File: config.mk
export PLATFORM = sky130hd
export DESIGN_NAME = cpld_link_ctrl
export DESIGN_NICKNAME = d
export VERILOG_FILES = /design/src/rtl/cpld_link_ctrl.sv
export SDC_FILE = /design/constraint.sdc
export NUM_CORES = 1
export LEC_CHECK = 0
export BUFFER_PORTS_ARGS = -buffer_cell sky130_fd_sc_hd__buf_2
export CELL_PAD_IN_SITES_DETAIL_PLACEMENT = 0
export CELL_PAD_IN_SITES_GLOBAL_PLACEMENT = 2
export CORE_ASPECT_RATIO = 1.25
export CORE_MARGIN = 2
export CORE_UTILIZATION = 35
export CTS_CLUSTER_SIZE = 10
export DETAILED_ROUTE_END_ITERATION = 7
export GPL_TIMING_DRIVEN = 0
export HOLD_SLACK_MARGIN = 0.06
export PLACE_DENSITY = 0.85
export SYNTH_ARGS = -nofsm -noshare
export SYNTH_HDL_FRONTEND = slang
export SYNTH_SLANG_ARGS = --single-unit
File: constraint.sdc
create_clock -name clk -period 3.9 [get_ports clk]
set_input_delay 0.195 -clock clk [delete_from_list [all_inputs] [get_ports clk]]
set_output_delay 0.195 -clock clk [all_outputs]
set_load 0.005 [all_outputs]
File: src/rtl/cpld_link_ctrl.sv
// cpld_link_ctrl: continuous 16-bit full-duplex serial link to a CPLD.
// Frames of 16 bits are shifted LSB first with no gap between frames; the
// last bit period of every frame is marked by cpld_load. One word can be
// queued in a pending slot; without a new word the previous one repeats.
// Optional feature: define CPLD_LINK_RX_CHANGE_EN to enable rx_changed,
// a pulse marking a received frame that differs from the previous one.
module cpld_link_ctrl #(
   parameter int CLK_FREQ_HZ = 100000000,
   parameter int SCLK_HZ     = 1600
) (
   input  logic        clk,
   input  logic        rst,
   input  logic [15:0] tx_data,
   input  logic        tx_valid,
   output logic        tx_ready,
   output logic [15:0] rx_data,
   output logic        rx_valid,
   output logic        rx_changed,
   output logic        cpld_clk,
   output logic        cpld_load,
   output logic        cpld_mosi,
   input  logic        cpld_miso
);

   // Half period of cpld_clk in system clocks; must be at least 2.
   localparam int DIV = CLK_FREQ_HZ / (2 * SCLK_HZ);
   localparam int CNT_W = (DIV > 2) ? $clog2(DIV) : 1;
   localparam logic [CNT_W-1:0] CNT_RELOAD = CNT_W'(DIV - 1);

   typedef enum logic {
      ST_LOW  = 1'b0,
      ST_HIGH = 1'b1
   } state_t;

   state_t            state_reg, state_next;
   logic [CNT_W-1:0]  tick_cnt_reg, tick_cnt_next;
   logic              tick;
   logic [3:0]        bit_idx_reg, bit_idx_next;
   logic [15:0]       active_reg, active_next;
   logic [15:0]       pending_reg;
   logic              pending_full_reg;
   logic [15:0]       rx_shift_reg, rx_shift_next;
   logic [15:0]       rx_data_reg;
   logic              rx_valid_reg;
   logic              miso_reg;
   logic              mosi_reg, mosi_next;
   logic              sample_en;     // low->high tick: capture a receive bit
   logic              shift_out_en;  // high->low tick: present next transmit bit
   logic              boundary;      // high->low tick that ends bit 15
   logic              handshake;

   // Tick counter: one tick every DIV cycles, first tick DIV-1 cycles after reset.
   assign tick = (tick_cnt_reg == '0);

   always_comb begin
      tick_cnt_next = tick ? CNT_RELOAD : tick_cnt_reg - 1'b1;
   end

   // Tick counter register.
   always_ff @(posedge clk) begin
      if (rst) begin
         tick_cnt_reg <= CNT_RELOAD;
      end else begin
         tick_cnt_reg <= tick_cnt_next;
      end
   end

   // Next-state logic: each tick flips the clock phase; bit index advances on the falling phase.
   always_comb begin
      state_next   = state_reg;
      bit_idx_next = bit_idx_reg;
      sample_en    = 1'b0;
      shift_out_en = 1'b0;
      boundary     = 1'b0;
      case (state_reg)
         ST_LOW: begin
            if (tick) begin
               state_next = ST_HIGH;
               sample_en  = 1'b1;
            end
         end
         ST_HIGH: begin
            if (tick) begin
               state_next   = ST_LOW;
               shift_out_en = 1'b1;
               if (bit_idx_reg == 4'd15) begin
                  boundary     = 1'b1;
                  bit_idx_next = 4'd0;
               end else begin
                  bit_idx_next = bit_idx_reg + 4'd1;
               end
            end
         end
         default: begin
            state_next = ST_LOW;
         end
      endcase
   end

   // State and bit index registers.
   always_ff @(posedge clk) begin
      if (rst) begin
         state_reg   <= ST_LOW;
         bit_idx_reg <= 4'd0;
      end else begin
         state_reg   <= state_next;
         bit_idx_reg <= bit_idx_next;
      end
   end

   // The pending word replaces the active word only at a frame boundary.
   assign active_next = (boundary && pending_full_reg) ? pending_reg : active_reg;

   // MOSI presents the bit of the upcoming bit period; at a boundary that is bit 0 of the new word.
   always_comb begin
      mosi_next = mosi_reg;
      if (shift_out_en) begin
         mosi_next = active_next[bit_idx_next];
      end
   end

   // Active word and MOSI registers.
   always_ff @(posedge clk) begin
      if (rst) begin
         active_reg <= 16'h0000;
         mosi_reg   <= 1'b0;
      end else begin
         active_reg <= active_next;
         mosi_reg   <= mosi_next;
      end
   end

   // The slot is never offered during reset. A handshake cannot coincide with the
   // boundary clear (it needs an empty slot), so a word written on the boundary
   // cycle simply waits for the following frame.
   assign tx_ready  = ~pending_full_reg & ~rst;
   assign handshake = tx_valid & tx_ready;

   // Pending slot: filled by the handshake, emptied when a boundary consumes it.
   always_ff @(posedge clk) begin
      if (rst) begin
         pending_reg      <= 16'h0000;
         pending_full_reg <= 1'b0;
      end else begin
         if (boundary && pending_full_reg) begin
            pending_full_reg <= 1'b0;
         end
         if (handshake) begin
            pending_reg      <= tx_data;
            pending_full_reg <= 1'b1;
         end
      end
   end

   // Receive shift register: shift right with the new bit entering at the MSB,
   // so after 16 samples the first received bit sits at bit 0.
   genvar gi;
   generate
      for (gi = 0; gi < 16; gi++) begin : g_rx_shift
         if (gi == 15) begin : g_msb
            assign rx_shift_next[gi] = sample_en ? miso_reg : rx_shift_reg[gi];
         end else begin : g_lower
            assign rx_shift_next[gi] = sample_en ? rx_shift_reg[gi+1] : rx_shift_reg[gi];
         end
      end
   endgenerate

   // MISO synchroniser stage and receive path registers.
   always_ff @(posedge clk) begin
      if (rst) begin
         miso_reg     <= 1'b0;
         rx_shift_reg <= 16'h0000;
         rx_data_reg  <= 16'h0000;
         rx_valid_reg <= 1'b0;
      end else begin
         miso_reg     <= cpld_miso;
         rx_shift_reg <= rx_shift_next;
         rx_valid_reg <= boundary;
         if (boundary) begin
            rx_data_reg <= rx_shift_reg;
         end
      end
   end

`ifdef CPLD_LINK_RX_CHANGE_EN
   logic [15:0] prev_frame_reg;
   logic        rx_changed_reg;

   // Change detector: compare each completed frame against the one before it.
   always_ff @(posedge clk) begin
      if (rst) begin
         prev_frame_reg <= 16'h0000;
         rx_changed_reg <= 1'b0;
      end else begin
         rx_changed_reg <= boundary && (rx_shift_reg != prev_frame_reg);
         if (boundary) begin
            prev_frame_reg <= rx_shift_reg;
         end
      end
   end

   assign rx_changed = rx_changed_reg;
`else
   assign rx_changed = 1'b0;
`endif

   assign rx_data   = rx_data_reg;
   assign rx_valid  = rx_valid_reg;
   assign cpld_clk  = (state_reg == ST_HIGH);
   assign cpld_load = (bit_idx_reg == 4'd15);
   assign cpld_mosi = mosi_reg;

endmodule

==> impl_results.md <==
* Mapped Avg Cell Area at 8.796 um^2
* Share of the synthesized area in the top cell type at 49.95%
* Relative slew slack at 53.72%
* H-tree depth at 3
* Final Slew Violations at 0
* Area Growth Syn to Fin at 20.96%
* Total track usage at 14.79%
* CTS root buf: clkbuf_16
* Status: complete, no violations
* Worst-Margin Slew at 0.6943 ns
* FMAX at 297.9 MHz
* Yosys Warn Count at 0
* Final worst slack at 0.5426 ns
* Resize count post-CTS at 0
* Clock buffer depth at 2
* Seq/Total Area, Yosys at 49.95%
* Library cells used by synthesis at 48
* Reg clk slew, reported paths at 0.06 ns
* Cell count after synthesis at 401
* Synth area leaders: dfxtp_1 50%, nand2_1 8.6%, mux2i_1 7.4%, nor2_1 5.5%, a21oi_1 3.8%
* Number of synthesized flops with an enable pin at 0
* Critical Path RT at 4.11 ns
* IO Pins at 42
* Simple-Gate Fraction of Synth Area at 23.34%
* Post-synth ARST share at 0%
* Worst min path class: input port to flip-flop
* Syn_nets at 426
* Largest family of logic cells by synthesized area: simple AND/OR/NAND/NOR gates
* Cell Area, Synth at 3527 um^2
* DIE AREA at 10900 um^2
* Layout cell share with drive strength beyond 1 at 15.42%
* CP endpoint kind: flip-flop
* Total wire length at 7398 um
* Routed len/inst at 12.48 um
* # diodes at 0
* Total power at 1.793 mW
* Fin cells at 593
* Max_cap viols at 0
* Static leakage power at 1.675 nW
* Starting density of the core at 36.33%
* DR iter-0 viols at 72
* GR Overflow Total at 0
* PD cells at 420.4 nW/um^2
* Clk sinks at 88
* Area leader, netlist: dfxtp_1
* RSZ-0062 raised after global routing: no
* Post-place setup slack at 0.5575 ns
* Post-Place Cells at 567
* Minimum clock period at 3.357 ns
* Final nets at 489
* Arrival time worst endpoint at 3.57 ns
* WS Path Type: flip-flop to flip-flop
* Peak supply drop at 0.1724 mV
* TritonCTS buffer count at 9
* Clk_lat worst skew at 0.34 ns
* Post-DP HPWL at 5350 um
* Largest net degree at the start of global routing at 14
* Antenna violations before repair at 0
* Post-synthesis adder-cell area fraction at 1.774%
* XOR/XNOR Fraction of Synth Area at 2.980%
* 1st-pass router iterations at 4
* First-pass GRT wire length at 12610 um
* Post-synthesis register bit count at 88
* Vias/cell at 4.702
* Setup TNS at 0 ns
* Final Setup Violations at 0
* Remaining antenna violation count at 0
* Post-synthesis compound-gate area fraction at 10.00%
* Period utilization at 86.09%
* RePlAce Congestion at 0.8199
* Clock tree from TritonCTS: done
* Die X at 93.79 um
* WHS at 0.06292 ns
* Vias in the first global route at 2719
* PortBufs at 40
* DRC Markers at 0
* Via count at 2788
* Crit Path Max Fanout at 10
* # rows at 40
* Worst clock skew at 0.006955 ns
* Hold Vio Cnt, Final at 0
* Worst setup SP type: flip-flop
* Post-synthesis mux area share at 8.017%
* Top_reg_cell synth: dfxtp_1
* Core Footprint at 9709 um^2
* Die Y at 116.2 um
==> where the power goes <==
group	total, mW	internal [mW]	switching (mW)
sequential	0.937	0.920	0.0164
clock	0.771	0.438	0.333
combinational	0.0857	0.0409	0.0448
total	1.79	1.40	0.394
==> metal layers <==
| layer | share of wire, % | vias up | GRT usage [%] |
|---|---|---|---|
| li1 | - | 1450 | - |
| met1 | 46 | 1285 | 18.14 |
| met2 | 48 | 44 | 24.67 |
| met3 | 4.3 | 9 | 4.129 |
| met4 | 1.5 | 0 | 5.797 |
| met5 | 0 | - | 0 |
==> synth_stat cells (2+ instances only) <==
library cell  instances
xnor2_1               9
a21oi_1              27
o21ai_0              19
xor2_1                3
a22oi_1               2
or3_2                 2
mux2i_1              26
or4_1                 2
buf_6                 3
or2_2                 3
nand2b_1             17
ha_1                  5
inv_1                 6
nor3_1                4
or4_4                 2
buf_1                 2
nor2_1               52
nand3_1               3
clkbuf_1             17
dfxtp_1              88
nand2_1              81
nor3b_1               2
==> stage by stage <==
| step | area [um^2] | util, % |
|---|---|---|
| after detailed placement | 3885 | 40.01 |
| after CTS | 4257 | 43.84 |
| after floorplan | 3527 | - |
| final | 4267 | 43.94 |
| after global routing | 4267 | 43.94 |
| after global placement | 3885 | 40.01 |
==> timing repair <==
| item | in CTS | in global routing |
|---|---|---|
| hold buffers | 11 | 1 |
| hold endpoints to repair | 11 | 1 |
| setup buffers | 0 | 0 |
==> worst max-delay path: stages, from the launching register on <==
cell      delay [ns]
dfxtp_1         0.34
or4_4           0.57
or2_2           0.33
nor3_1          0.45
ha_1            0.24
clkbuf_1        0.39
buf_1           0.59
mux2i_1         0.26
nor2_1          0.05
==> area by class of cell <==
| class | instances | area, um^2 |
|---|---|---|
| clock buffer | 10 | 239.0 |
| sequential | 88 | 1762 |
| multi-input combinational | 284 | 1630 |
| timing repair buffer | 52 | 320.3 |
| tap | 126 | 157.7 |
| clock inverter | 4 | 22.52 |
| fill | 1002 | 5443 |
| inverter | 6 | 22.52 |
| buffer | 23 | 112.6 |
==> logic make-up after synthesis <==
kind of cell    count (synthesis)
buf+inv                        29
fa+ha+maj                       5
other cells                     1
simple gates                  178
compound gates                 61
flops                          88
xor+xnor                       12
mux                            27
==> cells in the final DEF, fill, tap and decap left out, types with 5 or more instances in the layout <==
cell type	netlist	final
dfxtp_1	88	88
nand2_1	81	81
nor2_1	52	52
buf_2	0	40
a21oi_1	27	27
mux2i_1	26	26
o21ai_0	19	19
clkbuf_1	17	17
nand2b_1	17	17
dlygate4sd3_1	0	12
xnor2_1	9	9
clkbuf_16	0	9
inv_1	6	6
ha_1	5	5
==> final timing paths <==
| kind | cells past startpoint | slack (ns) | startpoint | end |
|---|---|---|---|---|
| worst max-delay path | 8 | 0.54 | tick_cnt_reg[8]$_SDFF_PP0_ | rx_shift_reg[14]$_SDFFE_PP0P_ |
| worst min-delay path | 3 | 0.06 | tx_data[0] | pending_reg[0]$_SDFFE_PP0P_ |
| worst max register to register | 8 | 0.54 | tick_cnt_reg[8]$_SDFF_PP0_ | rx_shift_reg[14]$_SDFFE_PP0P_ |
| worst min register to register | 1 | 0.41 | tick_cnt_reg[0]$_SDFF_PP1_ | tick_cnt_reg[0]$_SDFF_PP1_ |
(Power assumes the default switching activity.)
